**src/rtl/vga_pattern_mux.sv**
```systemverilog
// ---------------------------------------------------------------------------
// vga_pattern_mux
//
// Two-stage pipelined pixel source selector. It sits between the video timing
// generator / pong renderer and the output encoder. A mode register and an
// 8-bit frame counter update only at frame start (hcount==0, vcount==0), so
// the picture never tears mid-frame.
//
// Pipeline:
//   stage 1 : registers counts, syncs, blank and the pong pixel. The mode and
//             frame-counter registers also live in this stage, so pixel (0,0)
//             already sees the new mode and count.
//   stage 2 : computes the colour and registers it together with the delayed
//             syncs, blank and the mode in effect.
//   Every output lags its inputs by exactly 2 clocks.
//
// Ports:
//   clk_in        pixel clock
//   rst_in        asynchronous active-high reset
//   sel_in        requested mode, sampled at frame start
//   hcount_in     pixel x
//   vcount_in     pixel y
//   hsync_in      horizontal sync, aligned with the counts
//   vsync_in      vertical sync, aligned with the counts
//   blank_in      1 = outside the active area
//   pong_color_in game pixel, aligned with the counts
//   invert_in     (only with VGA_PATTERN_MUX_INVERT_EN) invert the active
//                 picture for the whole frame, sampled at frame start
//   color_out     final pixel {R,G,B}, R in the MSBs
//   hsync_out     hsync delayed 2 cycles
//   vsync_out     vsync delayed 2 cycles
//   blank_out     blank delayed 2 cycles
//   mode_out      mode of the pixel currently on color_out
//
// Build option:
//   VGA_PATTERN_MUX_INVERT_EN  adds invert_in and the inversion logic.
// ---------------------------------------------------------------------------
module vga_pattern_mux #(
    parameter int H_ACTIVE    = 1024,
    parameter int V_ACTIVE    = 768,
    parameter int HCOUNT_W    = 11,
    parameter int VCOUNT_W    = 10,
    parameter int COLOR_W     = 4,
    parameter int TILE_LOG2   = 6,
    parameter int SCROLL_STEP = 4,
    parameter int FLASH_LOG2  = 5
) (
    input  logic                   clk_in,
    input  logic                   rst_in,
    input  logic [2:0]             sel_in,
    input  logic [HCOUNT_W-1:0]    hcount_in,
    input  logic [VCOUNT_W-1:0]    vcount_in,
    input  logic                   hsync_in,
    input  logic                   vsync_in,
    input  logic                   blank_in,
    input  logic [3*COLOR_W-1:0]   pong_color_in,
`ifdef VGA_PATTERN_MUX_INVERT_EN
    input  logic                   invert_in,
`endif
    output logic [3*COLOR_W-1:0]   color_out,
    output logic                   hsync_out,
    output logic                   vsync_out,
    output logic                   blank_out,
    output logic [2:0]             mode_out
);

    localparam int PIX_W = 3 * COLOR_W;

    // Expand a 3-bit {R,G,B} code to a full pixel, one bit per channel.
    function automatic logic [PIX_W-1:0] bar_color(input logic [2:0] b);
        return {{COLOR_W{b[2]}}, {COLOR_W{b[1]}}, {COLOR_W{b[0]}}};
    endfunction

    // ------------------------------------------------------------------
    // Stage 1
    // ------------------------------------------------------------------
    logic                frame_start;
    logic [HCOUNT_W-1:0] s1_hcount;
    logic [VCOUNT_W-1:0] s1_vcount;
    logic                s1_hsync;
    logic                s1_vsync;
    logic                s1_blank;
    logic [PIX_W-1:0]    s1_pong;
    logic [2:0]          mode_q;
    logic [7:0]          frame_cnt;
    logic                inv_q;

    assign frame_start = (hcount_in == '0) && (vcount_in == '0);

    always_ff @(posedge clk_in or posedge rst_in) begin
        if (rst_in) begin
            s1_hcount <= '0;
            s1_vcount <= '0;
            s1_hsync  <= 1'b0;
            s1_vsync  <= 1'b0;
            s1_blank  <= 1'b1;
            s1_pong   <= '0;
            mode_q    <= 3'd0;
            frame_cnt <= 8'd0;
        end else begin
            s1_hcount <= hcount_in;
            s1_vcount <= vcount_in;
            s1_hsync  <= hsync_in;
            s1_vsync  <= vsync_in;
            s1_blank  <= blank_in;
            s1_pong   <= pong_color_in;
            // Loading alongside the (0,0) pixel makes the new mode and count
            // visible to that very pixel in stage 2.
            if (frame_start) begin
                mode_q    <= sel_in;
                frame_cnt <= frame_cnt + 8'd1;
            end
        end
    end

`ifdef VGA_PATTERN_MUX_INVERT_EN
    always_ff @(posedge clk_in or posedge rst_in) begin
        if (rst_in) begin
            inv_q <= 1'b0;
        end else if (frame_start) begin
            inv_q <= invert_in;
        end
    end
`else
    assign inv_q = 1'b0;
`endif

    // ------------------------------------------------------------------
    // Stage 2: pattern generation
    // ------------------------------------------------------------------
    logic [HCOUNT_W-1:0] scroll_off;
    logic [HCOUNT_W-1:0] h_scroll;
    logic [2:0]          chk_code;
    logic                grid_hit;
    logic [PIX_W-1:0]    pattern;
    logic [PIX_W-1:0]    next_color;

    // Scroll offset wraps with the counter width, just like the sum.
    assign scroll_off = HCOUNT_W'(32'(frame_cnt) * SCROLL_STEP);
    assign h_scroll   = s1_hcount + scroll_off;
    assign chk_code   = s1_hcount[TILE_LOG2+2:TILE_LOG2]
                      + s1_vcount[TILE_LOG2+2:TILE_LOG2];
    assign grid_hit   = (s1_hcount == HCOUNT_W'(0))
                     || (s1_hcount == HCOUNT_W'(H_ACTIVE - 1))
                     || (s1_hcount == HCOUNT_W'(H_ACTIVE / 2))
                     || (s1_vcount == VCOUNT_W'(0))
                     || (s1_vcount == VCOUNT_W'(V_ACTIVE - 1))
                     || (s1_vcount == VCOUNT_W'(V_ACTIVE / 2));

    always_comb begin
        pattern = '0;
        case (mode_q)
            3'd1:    pattern = {PIX_W{grid_hit}};
            3'd2:    pattern = bar_color(s1_hcount[TILE_LOG2+2:TILE_LOG2]);
            3'd3:    pattern = bar_color(chk_code);
            3'd4:    pattern = bar_color(h_scroll[TILE_LOG2+2:TILE_LOG2]);
            3'd5:    pattern = {s1_hcount[HCOUNT_W-2 -: COLOR_W], {(2*COLOR_W){1'b0}}};
            3'd6:    pattern = {PIX_W{frame_cnt[FLASH_LOG2]}};
            default: pattern = s1_pong;   // modes 0 and 7
        endcase

        // Blanking wins over everything, including inversion.
        if (s1_blank) begin
            next_color = '0;
        end else if (inv_q) begin
            next_color = ~pattern;
        end else begin
            next_color = pattern;
        end
    end

    always_ff @(posedge clk_in or posedge rst_in) begin
        if (rst_in) begin
            color_out <= '0;
            hsync_out <= 1'b0;
            vsync_out <= 1'b0;
            blank_out <= 1'b1;
            mode_out  <= 3'd0;
        end else begin
            color_out <= next_color;
            hsync_out <= s1_hsync;
            vsync_out <= s1_vsync;
            blank_out <= s1_blank;
            mode_out  <= mode_q;
        end
    end

endmodule

```
**config.mk**
```make
export PLATFORM = sky130hd
export DESIGN_NAME = vga_pattern_mux
export DESIGN_NICKNAME = d
export VERILOG_FILES = /design/src/rtl/vga_pattern_mux.sv
export SDC_FILE = /design/constraint.sdc
export NUM_CORES = 1
export LEC_CHECK = 0
export BUFFER_PORTS_ARGS = -buffer_cell sky130_fd_sc_hd__buf_4
export CORE_ASPECT_RATIO = 0.75
export CORE_UTILIZATION = 53
export DETAILED_ROUTE_END_ITERATION = 10
export PLACE_DENSITY = 0.9
export SLEW_MARGIN = 20
export SYNTH_ARGS = -nofsm -noshare
export SYNTH_HDL_FRONTEND = slang
export SYNTH_SLANG_ARGS = --single-unit
export TNS_END_PERCENT = 30
```
**constraint.sdc**
```tcl
create_clock -name clk_in -period 2.7 [get_ports clk_in]
set_input_delay 0.135 -clock clk_in [delete_from_list [all_inputs] [get_ports clk_in]]
set_output_delay 0.135 -clock clk_in [all_outputs]
set_load 0.005 [all_outputs]
```
==> results.sh <==
export IMPL_dieArea_sq_mm=0.005130
export IMPL_timing_reg2reg_setup_slack_ps=480
export IMPL_rows=21
export IMPL_ys_seq_elements=64
export IMPL_synth_top_area_share_pct=60.43
export IMPL_cts_max_path_buffers=2
export IMPL_worstSetupStartpointType="flip-flop"
export IMPL_ir_drop_mv=0.4691
export IMPL_hpwl_um=3407
export IMPL_die_y_um=62.28
export IMPL_synth_nets=241
export IMPL_power_frac_seq_pct=53.9
export IMPL_grt_total_usage_pct=25.02
export IMPL_place_ws_ps=491.6
export IMPL_ios=59
export IMPL_clkPwrFrac_pct=37.4
export IMPL_syn_avg_cell_area_sq_um=13.37
export IMPL_crit_fanout=14
export IMPL_grt_setup_unrepaired="no"
export IMPL_report_final_slew_viol_count=0
export IMPL_max_freq_ghz=0.4499
export IMPL_ys_types=45
export IMPL_first_iter_violations=55
export IMPL_critPathSlowestCell="dfrtp_1"
export IMPL_area_delta_synth_final_pct=39.96
export IMPL_final_area_sq_mm=0.003593
export IMPL_io_buffers=58
export IMPL_synthTopCellsByCount="dfrtp_1 (62), nor2_1 (16), nand2_1 (11)"
export IMPL_fin_ws_ps=477.3
export IMPL_tns_ps=0
export IMPL_p_int_mw=1.456
export IMPL_p_leak_nw=1.683
export IMPL_relSlewSlack_pct=45.51
export IMPL_place_congestion=0.8552
export IMPL_cts_root_buf="clkbuf_8"
export IMPL_cpPeakStageDelay_ps=580
export IMPL_grt_first_pass_wirelength_um=9080
export IMPL_finalHoldViolCount=0
export IMPL_tightestPinTransition_ps=816.2
export IMPL_worstSkewPairLatency_ps=350
export IMPL_multi_input_area_sq_um=900.9
export IMPL_setup_violations=0
export IMPL_post_route_cells_drive_above_1_share_pct=30.67
export IMPL_crit_required_ps=2950
export IMPL_crit_arrival_ps=2470
export IMPL_coreArea_sq_mm=0.004546
export IMPL_path_buf_inv=0
export IMPL_hold_path_class="in2reg"
export IMPL_post_route_min_period_ps=2223
export IMPL_htree_levels=3
export IMPL_final_nets=344
export IMPL_grt_max_degree=43
export IMPL_timing_rr_start="mode_q[0]"
export IMPL_holdPathEnd="mode_q[2]"
export IMPL_min_from="sel_in[2]"
export IMPL_path_clk_slew_ps=70
export IMPL_status="finished clean"
export IMPL_rr_worst_depth=5
export IMPL_cts_resized=0
export IMPL_synth_area_leaders="dfrtp_1 (60%), ha_1 (3.4%), a211oi_1 (2.9%)"
export IMPL_finClkSkew_ps=5.541
export IMPL_p_total_mw=1.899
export IMPL_synth_seq_area_share_pct=62.48
export IMPL_synth_edf_count=0
export IMPL_crit_type="reg2reg"
export IMPL_r2r_end="color_out[7]"
export IMPL_initial_core_util_pct=56.48
export IMPL_clkSinkCount=64
export IMPL_avgRoutedWirePerCell_um=14.93
export IMPL_synthCells=192
export IMPL_drtPass1Iterations=4
export IMPL_maxCapViolCount=0
export IMPL_synth_ff_type="dfrtp_1"
export IMPL_totalWireLength_um=5329
export IMPL_grt_antenna_before_repair=0
export IMPL_ant_nets=0
export IMPL_register_area_sq_mm=0.001604
export IMPL_path_cells="or3b_4 > or4_4 > o31ai_4 > nor4_2 > a211oi_1"
export IMPL_die_x_um=82.37
export IMPL_synth_warnings=0
export IMPL_crit_start="mode_q[0]"
export IMPL_combPwrFrac_pct=8.7
export IMPL_fin_crit_sh_pct=82.32
export IMPL_syn_area_sq_mm=0.002567
export IMPL_swShare_pct=23.33
export IMPL_cts_made_buffers=9
export IMPL_grt_overflow=0
export IMPL_antennaDiodeCount=0
export IMPL_p_per_area_mw_per_mm2=528.4
export IMPL_fillers=285
export IMPL_synthArstFlopShare_pct=100.0
export IMPL_power_switching_mw=0.4431
export IMPL_critPathTopFamily="simple AND/OR/NAND/NOR gates"
export IMPL_synth_most_common_cell="dfrtp_1"
export IMPL_worstHoldPathCells=2
export IMPL_grt_pass1_vias=1920
export IMPL_cts_tree="done"
export IMPL_crit_path_end_kind="flip-flop"
export IMPL_viasPerCell=5.266
export IMPL_synth_area_leader_cell="dfrtp_1"
export IMPL_dr_total_vias=1880
export IMPL_drc=0
export IMPL_final_util_pct=79.05
export IMPL_placed_area_sq_mm=0.003049
-- placed cells by master, fill, tap and decap left out, types with 7 or more instances in the layout --
master | netlist | layout
nand4_1 | 7 | 7
dfrtp_1 | 62 | 62
buf_4 | 1 | 60
nand2_1 | 11 | 11
nor2_1 | 16 | 16
clkbuf_8 | 0 | 10
ha_1 | 7 | 7
xnor2_1 | 7 | 7
dlygate4sd3_1 | 0 | 37
a211oi_1 | 10 | 10
-- worst register-to-register path: stages, from the launching register on --
cell and delay [ps]:
dfrtp_1 580, or3b_4 470, or4_4 560, o31ai_4 110, nor4_2 140, a211oi_1 260
-- power groups by stage --
stage	clock, mW	sequential (mW)	combinational [mW]
after floorplan	0	1.03	0.0438
after global placement	0	1.04	0.117
after detailed placement	0	1.04	0.122
after CTS	0.728	1.02	0.164
after global routing	0.781	1.03	0.183
final	0.711	1.02	0.165
-- worst max path at each step --
stage	slack (ps)	to	cells after the start
after floorplan	700	color_out[10]	6
after global placement	590	color_out[10]	5
after detailed placement	490	color_out[7]	5
after CTS	480	color_out[7]	5
after global routing	300	color_out[10]	5
final	480	color_out[7]	5
-- flip-flops by register name, indices dropped and copies added (netlist names) --
register   count
mode_q         3
frame_cnt      7
s1_hcount     11
s1_vsync       1
blank_out      1
vsync_out      1
s1_pong       12
s1_hsync       1
s1_blank       1
hsync_out      1
color_out     12
s1_vcount     10
mode_out       3
-- per-stage QoR --
stage	hold WS, ps	instances
3_3_place_gp	244.4	304
6_report	19.41	357
4_1_cts	2.224	357
5_1_grt	5.002	357
2_1_floorplan	139.5	192
3_5_place_dp	244.4	304
-- cells by family (layout without fill, tap and decap cells) --
group,after synthesis,after routing,synth area share (%)
and+or+nand+nor,67,67,16.23
AOI/OAI and AO/OA,28,28,9.405
muxes,5,5,2.193
DFF,64,64,62.48
xor gates and xnor gates,9,9,3.070
adders and majority gates,8,8,4.191
buffers and inverters,11,119,2.437
-- metal layers --
layer | up-vias | track usage, % | routed length [um]
met1 | 887 | 31.21 | 2320
met4 | 0 | 8.553 | 72
met3 | 7 | 11.76 | 427
met2 | 73 | 38.12 | 2509
li1 | 913 | - | -
met5 | - | 0 | 0
-- what timing repair did --
item                      4_1_cts  5_1_grt
hold endpoints to repair       75        0
hold buffers                   37        0
setup buffers                   0        0
-- layout make-up --
cell class                 instances  area share [%]
clock inverter                     5          0.9053
timing repair buffer              97           22.84
sequential                        64           44.64
inverter                           6          0.6267
tap                               57           1.985
clock buffer                      11           3.935
multi-input combinational        117           25.07
Power figures use the tool's default switching activity.
